[config.mk]
export PLATFORM = sky130hd
export DESIGN_NAME = riscv_test_monitor
export DESIGN_NICKNAME = d
export VERILOG_FILES = /design/src/rtl/riscv_test_monitor_pkg.sv /design/src/rtl/riscv_test_monitor.sv
export SDC_FILE = /design/constraint.sdc
export NUM_CORES = 1
export LEC_CHECK = 0
export CORE_AREA = 2 2 124 126
export DETAILED_ROUTE_END_ITERATION = 8
export DIE_AREA = 0 0 126 128
export GPL_ROUTABILITY_DRIVEN = 1
export HOLD_SLACK_MARGIN = 0.12
export PLACE_DENSITY = 0.63
export RECOVER_POWER = 25
export SYNTH_ARGS = -nofsm -noshare
export SYNTH_HDL_FRONTEND = slang
export SYNTH_SLANG_ARGS = --single-unit
[constraint.sdc]
create_clock -name clk -period 3.3 [get_ports clk]
set_clock_uncertainty 0.2 [all_clocks]
set_input_delay 0.99 -clock clk [delete_from_list [all_inputs] [get_ports clk]]
set_output_delay 0.99 -clock clk [all_outputs]
set_load 0.1 [all_outputs]
[src/rtl/riscv_test_monitor_pkg.sv]
// -----------------------------------------------------------------------------
// riscv_test_monitor_pkg
//   Shared definitions for the riscv-tests pass/fail monitor:
//   - FSM state encoding (also exported on the monitor's debug state port)
//   - default riscv-tests convention register indices
//   - datapath widths shared with the register file and core
// -----------------------------------------------------------------------------
package riscv_test_monitor_pkg;

   localparam int XLEN       = 32;
   localparam int REG_ADDR_W = 5;

   // riscv-tests convention: x3 = test number, x26 = done, x27 = pass
   localparam logic [REG_ADDR_W-1:0] DEF_TNUM_REG = 5'd3;
   localparam logic [REG_ADDR_W-1:0] DEF_DONE_REG = 5'd26;
   localparam logic [REG_ADDR_W-1:0] DEF_PASS_REG = 5'd27;

   typedef enum logic [2:0] {
      ST_IDLE    = 3'd0,
      ST_RUN     = 3'd1,
      ST_DRAIN   = 3'd2,
      ST_PASS    = 3'd3,
      ST_FAIL    = 3'd4,
      ST_TIMEOUT = 3'd5
   } state_t;

   // Terminal states are absorbing until reset.
   function automatic logic is_terminal(input state_t s);
      return (s == ST_PASS) || (s == ST_FAIL) || (s == ST_TIMEOUT);
   endfunction

   // States in which the cycle counter runs and timeout is watched.
   function automatic logic is_active(input state_t s);
      return (s == ST_RUN) || (s == ST_DRAIN);
   endfunction

endpackage

[src/rtl/riscv_test_monitor.sv]
// -----------------------------------------------------------------------------
// riscv_test_monitor
//   Pass/fail monitor snooping the core's register-file writeback port.
//   It shadows the test-number and pass-flag registers, waits for a write of 1
//   to the done register, lets the pipeline drain for DRAIN_CYCLES, then judges
//   PASS/FAIL from the shadowed pass flag. A watchdog declares TIMEOUT after
//   TIMEOUT_CYCLES cycles of RUN+DRAIN. All result outputs are sticky until rst.
//
// Parameters:
//   DRAIN_CYCLES   (1..255) cycles between the done write and the judgement
//   TIMEOUT_CYCLES (>= 2)   RUN+DRAIN cycles before timeout
//   TNUM_REG / DONE_REG / PASS_REG  register indices (non-zero)
//
// Ports:
//   clk             system clock, rising edge
//   rst             synchronous active-high reset
//   enable_i        arms the monitor (IDLE -> RUN)
//   wb_we_i         register-file write enable
//   wb_waddr_i      register-file write address
//   wb_wdata_i      register-file write data
//   done_o          sticky: judgement made (pass, fail or timeout)
//   pass_o          sticky: test passed
//   fail_o          sticky: test failed or timed out
//   timeout_o       sticky: timeout reached
//   fail_testnum_o  test number frozen at judgement, 0 on pass
//   cycle_cnt_o     cycles spent in RUN+DRAIN, saturating
//   state_o         current FSM state (debug)
//
// Handshake: there is none; the writeback port is a one-cycle strobe
// (wb_we_i qualifies wb_waddr_i/wb_wdata_i on the edge it is sampled) and the
// monitor never back-pressures the core.
// -----------------------------------------------------------------------------
module riscv_test_monitor
   import riscv_test_monitor_pkg::*;
#(
   parameter int                    DRAIN_CYCLES   = 10,
   parameter int                    TIMEOUT_CYCLES = 100000,
   parameter logic [REG_ADDR_W-1:0] TNUM_REG       = DEF_TNUM_REG,
   parameter logic [REG_ADDR_W-1:0] DONE_REG       = DEF_DONE_REG,
   parameter logic [REG_ADDR_W-1:0] PASS_REG       = DEF_PASS_REG
) (
   input  logic                  clk,
   input  logic                  rst,
   input  logic                  enable_i,
   input  logic                  wb_we_i,
   input  logic [REG_ADDR_W-1:0] wb_waddr_i,
   input  logic [XLEN-1:0]       wb_wdata_i,
   output logic                  done_o,
   output logic                  pass_o,
   output logic                  fail_o,
   output logic                  timeout_o,
   output logic [XLEN-1:0]       fail_testnum_o,
   output logic [XLEN-1:0]       cycle_cnt_o,
   output logic [2:0]            state_o
);

   localparam logic [7:0]      DRAIN_LOAD   = 8'(DRAIN_CYCLES - 1);
   localparam logic [XLEN-1:0] TIMEOUT_LAST = XLEN'(TIMEOUT_CYCLES - 1);

   state_t          r_state;
   state_t          w_next;

   logic [XLEN-1:0] r_tnum;
   logic [XLEN-1:0] r_pass_flag;
   logic [7:0]      r_drain_cnt;
   logic [XLEN-1:0] r_cycle_cnt;

   logic            r_done;
   logic            r_pass;
   logic            r_fail;
   logic            r_timeout;
   logic [XLEN-1:0] r_fail_testnum;

   logic            w_wr_valid;
   logic            w_done_trig;
   logic            w_timeout_hit;
   logic            w_drain_zero;
   logic            w_enter_term;

   // Writes to x0 never reach any shadow.
   assign w_wr_valid    = wb_we_i && (wb_waddr_i != '0);
   // The done trigger is decoded straight from the write port; only the exact
   // value 1 counts, other values written to the done register are ignored.
   assign w_done_trig   = w_wr_valid && (wb_waddr_i == DONE_REG) &&
                          (wb_wdata_i == XLEN'(1));
   assign w_timeout_hit = (r_cycle_cnt == TIMEOUT_LAST);
   assign w_drain_zero  = (r_drain_cnt == 8'd0);
   assign w_enter_term  = is_terminal(w_next) && !is_terminal(r_state);

   // ---------------------------------------------------------------- FSM
   always_ff @(posedge clk) begin
      if (rst) r_state <= ST_IDLE;
      else     r_state <= w_next;
   end

   always_comb begin
      w_next = r_state;
      case (r_state)
         ST_IDLE: begin
            if (enable_i) w_next = ST_RUN;
         end
         ST_RUN: begin
            // Done trigger takes priority over a coincident timeout.
            if (w_done_trig)        w_next = ST_DRAIN;
            else if (w_timeout_hit) w_next = ST_TIMEOUT;
         end
         ST_DRAIN: begin
            // Judgement uses the shadow as held before this edge; a write
            // landing on the same edge is shadowed but not considered.
            if (w_drain_zero)       w_next = (r_pass_flag == XLEN'(1)) ? ST_PASS : ST_FAIL;
            else if (w_timeout_hit) w_next = ST_TIMEOUT;
         end
         ST_PASS, ST_FAIL, ST_TIMEOUT: begin
            w_next = r_state;
         end
         default: begin
            w_next = ST_IDLE;
         end
      endcase
   end

   // ---------------------------------------------------------------- shadows
   always_ff @(posedge clk) begin
      if (rst) begin
         r_tnum      <= '0;
         r_pass_flag <= '0;
      end else if (w_wr_valid) begin
         if (wb_waddr_i == TNUM_REG) r_tnum      <= wb_wdata_i;
         if (wb_waddr_i == PASS_REG) r_pass_flag <= wb_wdata_i;
      end
   end

   // ---------------------------------------------------------------- counters
   always_ff @(posedge clk) begin
      if (rst) begin
         r_drain_cnt <= '0;
         r_cycle_cnt <= '0;
      end else begin
         if ((r_state == ST_RUN) && (w_next == ST_DRAIN))
            r_drain_cnt <= DRAIN_LOAD;
         else if ((r_state == ST_DRAIN) && !w_drain_zero)
            r_drain_cnt <= r_drain_cnt - 8'd1;

         // Counts edges spent remaining in RUN/DRAIN; the edge that enters a
         // terminal state leaves the count frozen. Saturates at all-ones.
         if (is_active(r_state) && is_active(w_next) && (r_cycle_cnt != '1))
            r_cycle_cnt <= r_cycle_cnt + XLEN'(1);
      end
   end

   // ---------------------------------------------------------------- results
   always_ff @(posedge clk) begin
      if (rst) begin
         r_done         <= 1'b0;
         r_pass         <= 1'b0;
         r_fail         <= 1'b0;
         r_timeout      <= 1'b0;
         r_fail_testnum <= '0;
      end else if (w_enter_term) begin
         r_done <= 1'b1;
         case (w_next)
            ST_PASS: begin
               r_pass         <= 1'b1;
               r_fail_testnum <= '0;
            end
            ST_FAIL: begin
               r_fail         <= 1'b1;
               r_fail_testnum <= r_tnum;
            end
            default: begin
               r_fail         <= 1'b1;
               r_timeout      <= 1'b1;
               r_fail_testnum <= r_tnum;
            end
         endcase
      end
   end

   assign done_o         = r_done;
   assign pass_o         = r_pass;
   assign fail_o         = r_fail;
   assign timeout_o      = r_timeout;
   assign fail_testnum_o = r_fail_testnum;
   assign cycle_cnt_o    = r_cycle_cnt;
   assign state_o        = r_state;

endmodule

==> qor.yml <==
synth:
  syn_area_mm2: 0.00579
  synth_edf_count: 0
  synth_cell_type_count: 61
  synth-async-reset-ratio: 0
  seq_area_frac_synth: 0.494
  ys_seq_elements: 143
  syn-num-nets: 721
  synth_cells: 677
  syn_avg_cell_area_um2: 8.56
  synth_ff_type: "dfxtp_1"
  ys_warn_count: 0
global_route:
  track_usage: 0.202
  grt-ovfl-total: 0
  grt_pass1_wl_mm: 26.6
  grt_max_degree: 43
  antenna_found_initial: 0
  grt_pass1_vias: 5312
worst_setup_path:
  path_buf_inv: 4
  cp.required_ps: 3450
  endpoint_kind: "flop"
  worstPathCellList: "clkdlybuf4s50_1 > nor4_2 > nand4_1 > nor3_2 > buf_4 > a2bb2oi_4 > nand3_4 > buf_6 > buf_16 > or4_1 > a21oi_1"
  max_stage_delay_ps: 460
  worst_setup_path_start_kind: "primary input"
  crit_type: "primary input to flop"
  crit_family: "simple AND/OR/NAND/NOR gates"
  crit_fanout: 5
  arrival_ps: 3390
  cp_slowest_cell: "clkdlybuf4s50_1"
outcome:
  outcome: "finished clean"
clocking:
  cts_buffers: 17
  clk_pin_slew_worst_paths_ps: 60
  cts_num_sinks: 143
  insertion_delay_ps: 430
  clock_tree.buffer_depth: 2
  cts_hold_buffers: 0
  tritoncts: "yes"
  cts-htree-levels: 4
  ctsRootBufferMaster: "clkbuf_16"
timing:
  setup_violations: 0
  period_minus_slack_ps: 3230
  fmax_mhz: 309
  tightestPinTransition_ps: 1170
  worst_slack_ps: 66.0
  fin_crit_sh: 0.980
  slew_violations: 0
  slew_headroom: 0.222
  holdWs_ps: 249
  hold_viol: 0
die:
  core_area_mm2: 0.0149
  rows: 45
  start_util: 0.390
  die_area_mm2: 0.0161
  die_w_um: 126
  io_pins: 112
  die_y_um: 128
power_and_ir_drop:
  swShare: 0.231
  combPwrFrac: 0.064
  power_frac_clock: 0.487
  p_sw_mw: 0.895
  power.leakage_nw: 3.20
  p_int_mw: 2.98
  vdd_drop_max_mv: 0.379
  seqPwrFrac: 0.449
  powerDensity_mw_per_mm2: 476
flow_run:
  max_cap_viol_count: 0
routing:
  vias: 5562
  wl_mm: 16.3
  dr.pass1.iters: 5
  drt_iter0_drc: 285
  drt-wirelength-per-cell_um: 15.6
  viasPerCell: 5.32
  ant_nets: 0
  drc_errors: 0
place:
  hpwl_mm: 11.3
  gp_congestion: 0.898
  placed_cells: 1005
  place_area_mm2: 0.00732
  place_ws_ps: -822
  numPortBuffers: 111
finish:
  final_cell_count_no_fill: 1045
  drive_gt1_frac: 0.259
  syn2layout_area_growth_pct: 40.7
  nets: 888
  design_area_mm2: 0.00815
  antennaDiodeCount: 0
worst_hold_path:
  hold_path_class: "flop to flop"
per-layer routing:
| metal | vias to the layer above | global-route usage | share of wire |
|---|---|---|---|
| li1 | 2750 | - | - |
| met3 | 29 | 0.0447 | 0.065 |
| met2 | 184 | 0.326 | 0.46 |
| met5 | - | 0 | 0 |
| met1 | 2599 | 0.266 | 0.45 |
| met4 | 0 | 0.0776 | 0.018 |
cell families (layout without fill, tap and decap cells):
| logic type | Yosys count | after routing | share of synthesized area |
|---|---|---|---|
| AO/OA/AOI/OAI | 171 | 171 | 0.184 |
| adder cells (fa/ha/maj) | 3 | 3 | 0.00648 |
| XOR/XNOR | 9 | 9 | 0.0136 |
| buffers and inverters | 47 | 227 | 0.0417 |
| flip-flops | 143 | 143 | 0.494 |
| AND/OR/NAND/NOR | 301 | 301 | 0.254 |
| multiplexers | 3 | 3 | 0.00561 |
final cells by class:
class	count	area (µm²)
well taps	188	235
repair buffers	188	1620
multi-input cells	487	2800
clock buffers	19	443
flip-flops and latches	143	2890
inverters	7	26.3
clock inverters	13	139
fillers	1363	6710
synthesized netlist by cell type (all sizes together), types with 2 or more instances:
cell type,count,area (µm²)
o21ai,21,109
a211oi,2,27.5
inv,7,26.3
nor3,9,45.0
nor4b,3,26.3
nand4,10,62.6
nand2,152,571
and4,2,17.5
o31a,2,18.8
nand3,22,110
xnor2,5,43.8
or3,22,139
o31ai,6,45.0
dfxtp,143,2860
xor2,4,35.0
buf,13,113
nor4,22,144
nor2,22,82.6
or2,2,15.0
or4,12,100
nor2b,4,25.0
clkbuf,27,103
ha,3,37.5
a21oi,97,489
mux2,2,22.5
and2,3,20.0
and3,10,63.8
a21o,2,15.0
a22o,32,280
through the flow:
stage	power, mW	util	setup TNS, ps
2_1_floorplan	1.87	-	0
3_3_place_gp	2.00	0.493	-45310
3_5_place_dp	2.00	0.493	-45410
4_1_cts	3.91	0.542	0
5_1_grt	4.00	0.548	-361
6_report	3.88	0.548	0
power groups by stage:
| stage | sequential, mW | clock (mW) | combinational (mW) |
|---|---|---|---|
| 3_5_place_dp | 1.78 | 0 | 0.219 |
| 2_1_floorplan | 1.80 | 0 | 0.0688 |
| 6_report | 1.74 | 1.89 | 0.247 |
| 5_1_grt | 1.74 | 1.99 | 0.264 |
| 3_3_place_gp | 1.78 | 0 | 0.218 |
| 4_1_cts | 1.74 | 1.92 | 0.244 |
final timing paths:
| kind | slack, ps | to | cells past startpoint | startpoint |
|---|---|---|---|---|
| max reg2reg | 80 | cycle_cnt_o[31] | 9 | cycle_cnt_o[13] |
| max | 70 | cycle_cnt_o[14] | 11 | wb_wdata_i[15] |
| min reg2reg | 250 | pass_o | 2 | pass_o |
| min | 250 | pass_o | 2 | pass_o |
state kept, by name (all words and copies together), names as in the netlist:
register	count
cycle_cnt_o	32
done_o	1
fail_o	1
fail_testnum_o	32
pass_o	1
r_drain_cnt	8
r_pass_flag	32
r_tnum	32
state_o	3
timeout_o	1
layout by cell type, fill, tap and decap left out, types with 9 or more instances in the layout:
master           instances
dlygate4sd2_1            9
nor2_1                  22
clkbuf_16               17
or3_1                   20
dfxtp_2                 13
buf_4                  132
a22o_1                  32
nand2_1                152
dfxtp_1                128
o21ai_0                 16
a21oi_1                 94
clkdlybuf4s50_1         12
dlymetal6s2s_1          18
nand3_1                 21
and3_1                   9
nand4_1                 10
nor4_1                  14
worst min-delay path: stages, from the launching register on:
cell and delay [ps]:
dfxtp_1 310, inv_1 50, a21oi_1 50
repair_timing:
action,4_1_cts,5_1_grt
buffers inserted,0,5
cloned,3,0
pin swaps,11,13
gates resized for setup,21,31
setup endpoints to repair,64,63
(Power assumes the default switching activity.)
